## config.mk

```make
export PLATFORM = sky130hd
export DESIGN_NAME = prio_encoder_rr
export DESIGN_NICKNAME = d
export VERILOG_FILES = /design/src/rtl/prio_encoder_rr.sv
export SDC_FILE = /design/constraint.sdc
export NUM_CORES = 1
export LEC_CHECK = 0
export BUFFER_PORTS_ARGS = -buffer_cell sky130_fd_sc_hd__buf_2
export CAP_MARGIN = 10
export CORE_MARGIN = 3
export CORE_UTILIZATION = 39
export CTS_BUF_LIST = sky130_fd_sc_hd__clkbuf_8
export CTS_CLUSTER_DIAMETER = 100
export DETAILED_ROUTE_END_ITERATION = 8
export GPL_TIMING_DRIVEN = 0
export PLACE_DENSITY_LB_ADDON = 0.3
export RECOVER_POWER = 25
export SLEW_MARGIN = 5
export SYNTH_ARGS = -nofsm -noshare
export SYNTH_HDL_FRONTEND = slang
export SYNTH_SLANG_ARGS = --single-unit
```

## constraint.sdc

```tcl
create_clock -name clk -period 9.45 [get_ports clk]
set_input_delay 2.835 -clock clk [delete_from_list [all_inputs] [get_ports clk]]
set_output_delay 2.835 -clock clk [all_outputs]
set_load 0.05 [all_outputs]
```

## src/rtl/prio_encoder_rr.sv

```systemverilog
// Registered N-to-log2(N) request encoder with fixed-priority and round-robin
// modes, valid/ready handshake on both sides and a saturating multi-hot counter.
module prio_encoder_rr #(
  parameter  int unsigned N  = 8,
  parameter  int unsigned CW = 16,
  localparam int unsigned AW = $clog2(N)
) (
  input  logic          clk,
  input  logic          rst,
  input  logic          in_valid,
  output logic          in_ready,
  input  logic [N-1:0]  req,
  input  logic          mode,
  output logic          out_valid,
  input  logic          out_ready,
  output logic [AW-1:0] idx,
  output logic          multi,
  output logic          zero,
  output logic [CW-1:0] multi_cnt
);

  logic          out_valid_q, out_valid_d;
  logic [AW-1:0] idx_q, idx_d;
  logic          multi_q, multi_d;
  logic          zero_q, zero_d;
  logic [AW-1:0] ptr_q, ptr_d;
  logic [CW-1:0] cnt_q, cnt_d;

  logic          accept;
  logic          req_zero;
  logic          req_multi;
  logic [AW-1:0] fix_idx;
  logic [AW-1:0] rr_idx;
  logic          rr_found;
  logic [AW-1:0] win_idx;

  assign in_ready  = !rst && (!out_valid_q || out_ready);
  assign accept    = in_valid && in_ready;
  assign req_zero  = ~|req;
  // Clearing the lowest set bit leaves something only if two or more were set.
  assign req_multi = |(req & (req - N'(1)));

  // Fixed priority: ascending scan, so the highest set index is the last written.
  always_comb begin
    fix_idx = '0;
    for (int unsigned k = 0; k < N; k++) begin
      if (req[k]) fix_idx = AW'(k);
    end
  end

  // Round-robin: scan ptr, ptr+1, ... with an explicit wrap at N (N need not be 2^AW).
  always_comb begin
    int unsigned pos;
    rr_idx   = '0;
    rr_found = 1'b0;
    pos      = 0;
    for (int unsigned off = 0; off < N; off++) begin
      pos = {{(32-AW){1'b0}}, ptr_q} + off;
      if (pos >= N) pos = pos - N;
      if (!rr_found && req[pos]) begin
        rr_idx   = AW'(pos);
        rr_found = 1'b1;
      end
    end
  end

  assign win_idx = req_zero ? '0 : (mode ? rr_idx : fix_idx);

  always_comb begin
    out_valid_d = out_valid_q;
    idx_d       = idx_q;
    multi_d     = multi_q;
    zero_d      = zero_q;
    ptr_d       = ptr_q;
    cnt_d       = cnt_q;
    if (accept) begin
      out_valid_d = 1'b1;
      idx_d       = win_idx;
      multi_d     = req_multi;
      zero_d      = req_zero;
      if (mode && !req_zero) begin
        ptr_d = (win_idx == AW'(N-1)) ? '0 : win_idx + AW'(1);
      end
      if (req_multi && (cnt_q != '1)) begin
        cnt_d = cnt_q + CW'(1);
      end
    end else if (out_ready) begin
      out_valid_d = 1'b0;
    end
  end

  always_ff @(posedge clk) begin
    if (rst) begin
      out_valid_q <= 1'b0;
      idx_q       <= '0;
      multi_q     <= 1'b0;
      zero_q      <= 1'b0;
      ptr_q       <= '0;
      cnt_q       <= '0;
    end else begin
      out_valid_q <= out_valid_d;
      idx_q       <= idx_d;
      multi_q     <= multi_d;
      zero_q      <= zero_d;
      ptr_q       <= ptr_d;
      cnt_q       <= cnt_d;
    end
  end

  assign out_valid = out_valid_q;
  assign idx       = idx_q;
  assign multi     = multi_q;
  assign zero      = zero_q;
  assign multi_cnt = cnt_q;

endmodule

```

==> impl_metrics.json <==
{
  "timing.rr.start": "ptr_q[1]$_SDFFE_PP0P_",
  "root_buffer": "clkbuf_8",
  "multiInputGateArea_sq_um": 1667,
  "cts_inserted_buffers": 3,
  "gp_congestion": 0.8375,
  "viasPerCell": 6.027,
  "status": "completed",
  "start_util_pct": 41.18,
  "worst-path-max-fanout": 4,
  "vias": 2266,
  "htreeDepth": 1,
  "final_antenna_net_count": 0,
  "dr.pass1.iters": 4,
  "ir_drop_uv": 52.13,
  "antenna_found_initial": 0,
  "core_sq_um": 5642,
  "hold_viol_final": 0,
  "ios": 36,
  "place_hpwl_mm": 4.442,
  "clk_latency_ns": 0.27,
  "n_antenna_cell": 0,
  "worst_pin_slew_ns": 0.8025,
  "area_growth_pct": 12.12,
  "nNetsFinal": 323,
  "synth.cell_area_sq_um": 2323,
  "period_needed_ns": 6.237,
  "max-slew-margin-rel_pct": 45.11,
  "drt_iter0_markers": 116,
  "required_ns": 6.62,
  "synth-main-ff-cell": "dfxtp_1",
  "portBuffers": 32,
  "final-setup-viol-count": 0,
  "finalSetupTns_ns": 0,
  "synth_edf_count": 0,
  "r2r_cells": 16,
  "hold_slack_ns": 0.4662,
  "post_cts_buffers": 0,
  "start_kind": "primary input",
  "dieArea_sq_um": 6920,
  "rsz0062_at_grt": "false",
  "cts-hold-fix-buffers": 0,
  "die_w_um": 83.19,
  "register_area_sq_um": 500.5,
  "hold_path_end": "multi$_SDFFE_PP0P_",
  "rows": 27,
  "grt_pass1_vias": 1908,
  "fin_skew_ns": 0.004035,
  "fillers": 570,
  "overflow": 0,
  "ctsResizeCount": 0,
  "drv_cap": 0,
  "synth-seq-area-share_pct": 21.54,
  "syn_inst": 268,
  "cts_buffer_depth": 2,
  "wl_per_cell_um": 15.57,
  "end_kind": "primary output",
  "ys_types": 65,
  "drive_above_1_share_pct": 22.70,
  "cts_num_sinks": 25,
  "grt_pass1_wl_mm": 9.542,
  "synth-warning-count": 0,
  "wl_mm": 5.854,
  "r2r-end": "ptr_q[2]$_SDFFE_PP0P_",
  "grt_max_degree": 14,
  "max_freq_mhz": 160.3,
  "syn-num-nets": 286,
  "syn_avg_cell_area_sq_um": 8.670,
  "post-route-drc-count": 0,
  "cts_tree": "done",
  "clk_pin_slew_worst_paths_ns": 0.08,
  "die_h_um": 83.19,
  "p_leak_uw": 0.0009430,
  "hold_path_depth": 2,
  "async_flop_share_pct": 0,
  "worst_ep_arrival_time_ns": 3.40,
  "min_period_over_period_pct": 66.00,
  "rrSetupSlack_ns": 5.02,
  "grt_usage_pct": 16.21,
  "synth_seq_cells": 25,
  "min_from": "multi$_SDFFE_PP0P_",
  "criticalPathCategory": "primary input to primary output",
  "p_per_area_nw_per_um2": 110.1,
  "finalMaxSlewViolations": 0,
  "hold_path_class": "flip-flop to flip-flop"
}
[cell type report]
class / count / area share (%)
plain buffers: 22 / 4.275
clock buffers: 3 / 1.585
clock inverters: 1 / 0.1441
inverters: 12 / 1.729
multi-input cells: 209 / 63.98
flip-flops and latches: 25 / 19.21
well taps: 72 / 3.458
repair buffers: 32 / 5.620
[kinds of logic (layout without fill, tap and decap cells)]
group                      count (synthesis)  in the layout  share of synthesized area (%)
muxes                                     37             37                          23.05
xor gates and xnor gates                   3              3                          1.131
adders and majority gates                  7              7                          3.554
DFF                                       25             25                          21.54
buffers and inverters                     34             70                          6.731
and+or+nand+nor                           93             93                          22.13
AOI/OAI and AO/OA                         69             69                          21.86
[state kept, by name (all words and copies together), names as in the netlist]
name,count
zero,1
out_valid,1
idx,3
multi_cnt,16
ptr_q,3
multi,1
[routing by layer]
layer	GRT usage [%]	share of wire, %	vias up
met5	0	0	-
met4	1.783	0.61	0
met2	22.81	42	59
li1	-	-	1115
met1	26.25	53	1088
met3	2.679	4.6	4
[synthesized netlist by cell type (8+ instances only)]
cell type / count / area [sq um]
inv_1: 11 / 41.29
nor2_1: 21 / 78.83
dfxtp_1: 25 / 500.5
mux2i_1: 13 / 130.1
nand2_1: 14 / 52.55
clkbuf_1: 9 / 33.78
mux2_2: 10 / 112.6
buf_2: 8 / 40.04
nand3_1: 14 / 70.07
o21ai_0: 10 / 50.05
a21oi_1: 14 / 70.07
[worst max path at each step]
stage	endpoint	slack, ns	startpoint	depth (start not counted)
after detailed placement	in_ready	3.20	rst	3
after global routing	in_ready	3.13	rst	3
final	in_ready	3.21	rst	3
after global placement	in_ready	3.21	rst	3
after floorplan	in_ready	3.05	out_ready	2
after CTS	in_ready	3.20	rst	3
[placed cells by master (no fill, tap or decap), types with 6 or more instances in the layout]
| cell | count |
|---|---|
| a21oi_1 | 14 |
| buf_2 | 29 |
| clkbuf_1 | 21 |
| dfxtp_1 | 25 |
| inv_1 | 12 |
| mux2_2 | 10 |
| mux2i_1 | 13 |
| mux4_2 | 7 |
| nand2_1 | 14 |
| nand3_1 | 14 |
| nor2_1 | 21 |
| o21ai_0 | 10 |
| o311ai_0 | 6 |
| o41ai_1 | 7 |
| or4_1 | 6 |
[metrics by stage]
step                std cells  utilization (%)  cell area, sq um  setup WS [ns]  power [uW]
finish                    376            46.17              2605          3.213       286.8
global route              376            46.17              2605          3.127       303.3
CTS                       376            46.42              2619          3.197       288.6
detailed placement        372            45.62              2574          3.201       226.2
global placement          372            45.62              2574          3.211       225.4
floorplan                 268                -              2323          3.046       201.7
[report_power, final]
part           internal (uW)  switching, uW
logic                   43.2           70.1
clock network           29.1           32.7
registers                109           2.95
total                    181            106
[critical path, cell delays in order]
cell and delay [ns]:
buf_2 0.12, nor2_1 0.16, buf_2 0.29
No activity file was read; power rests on OpenSTA's default activity.
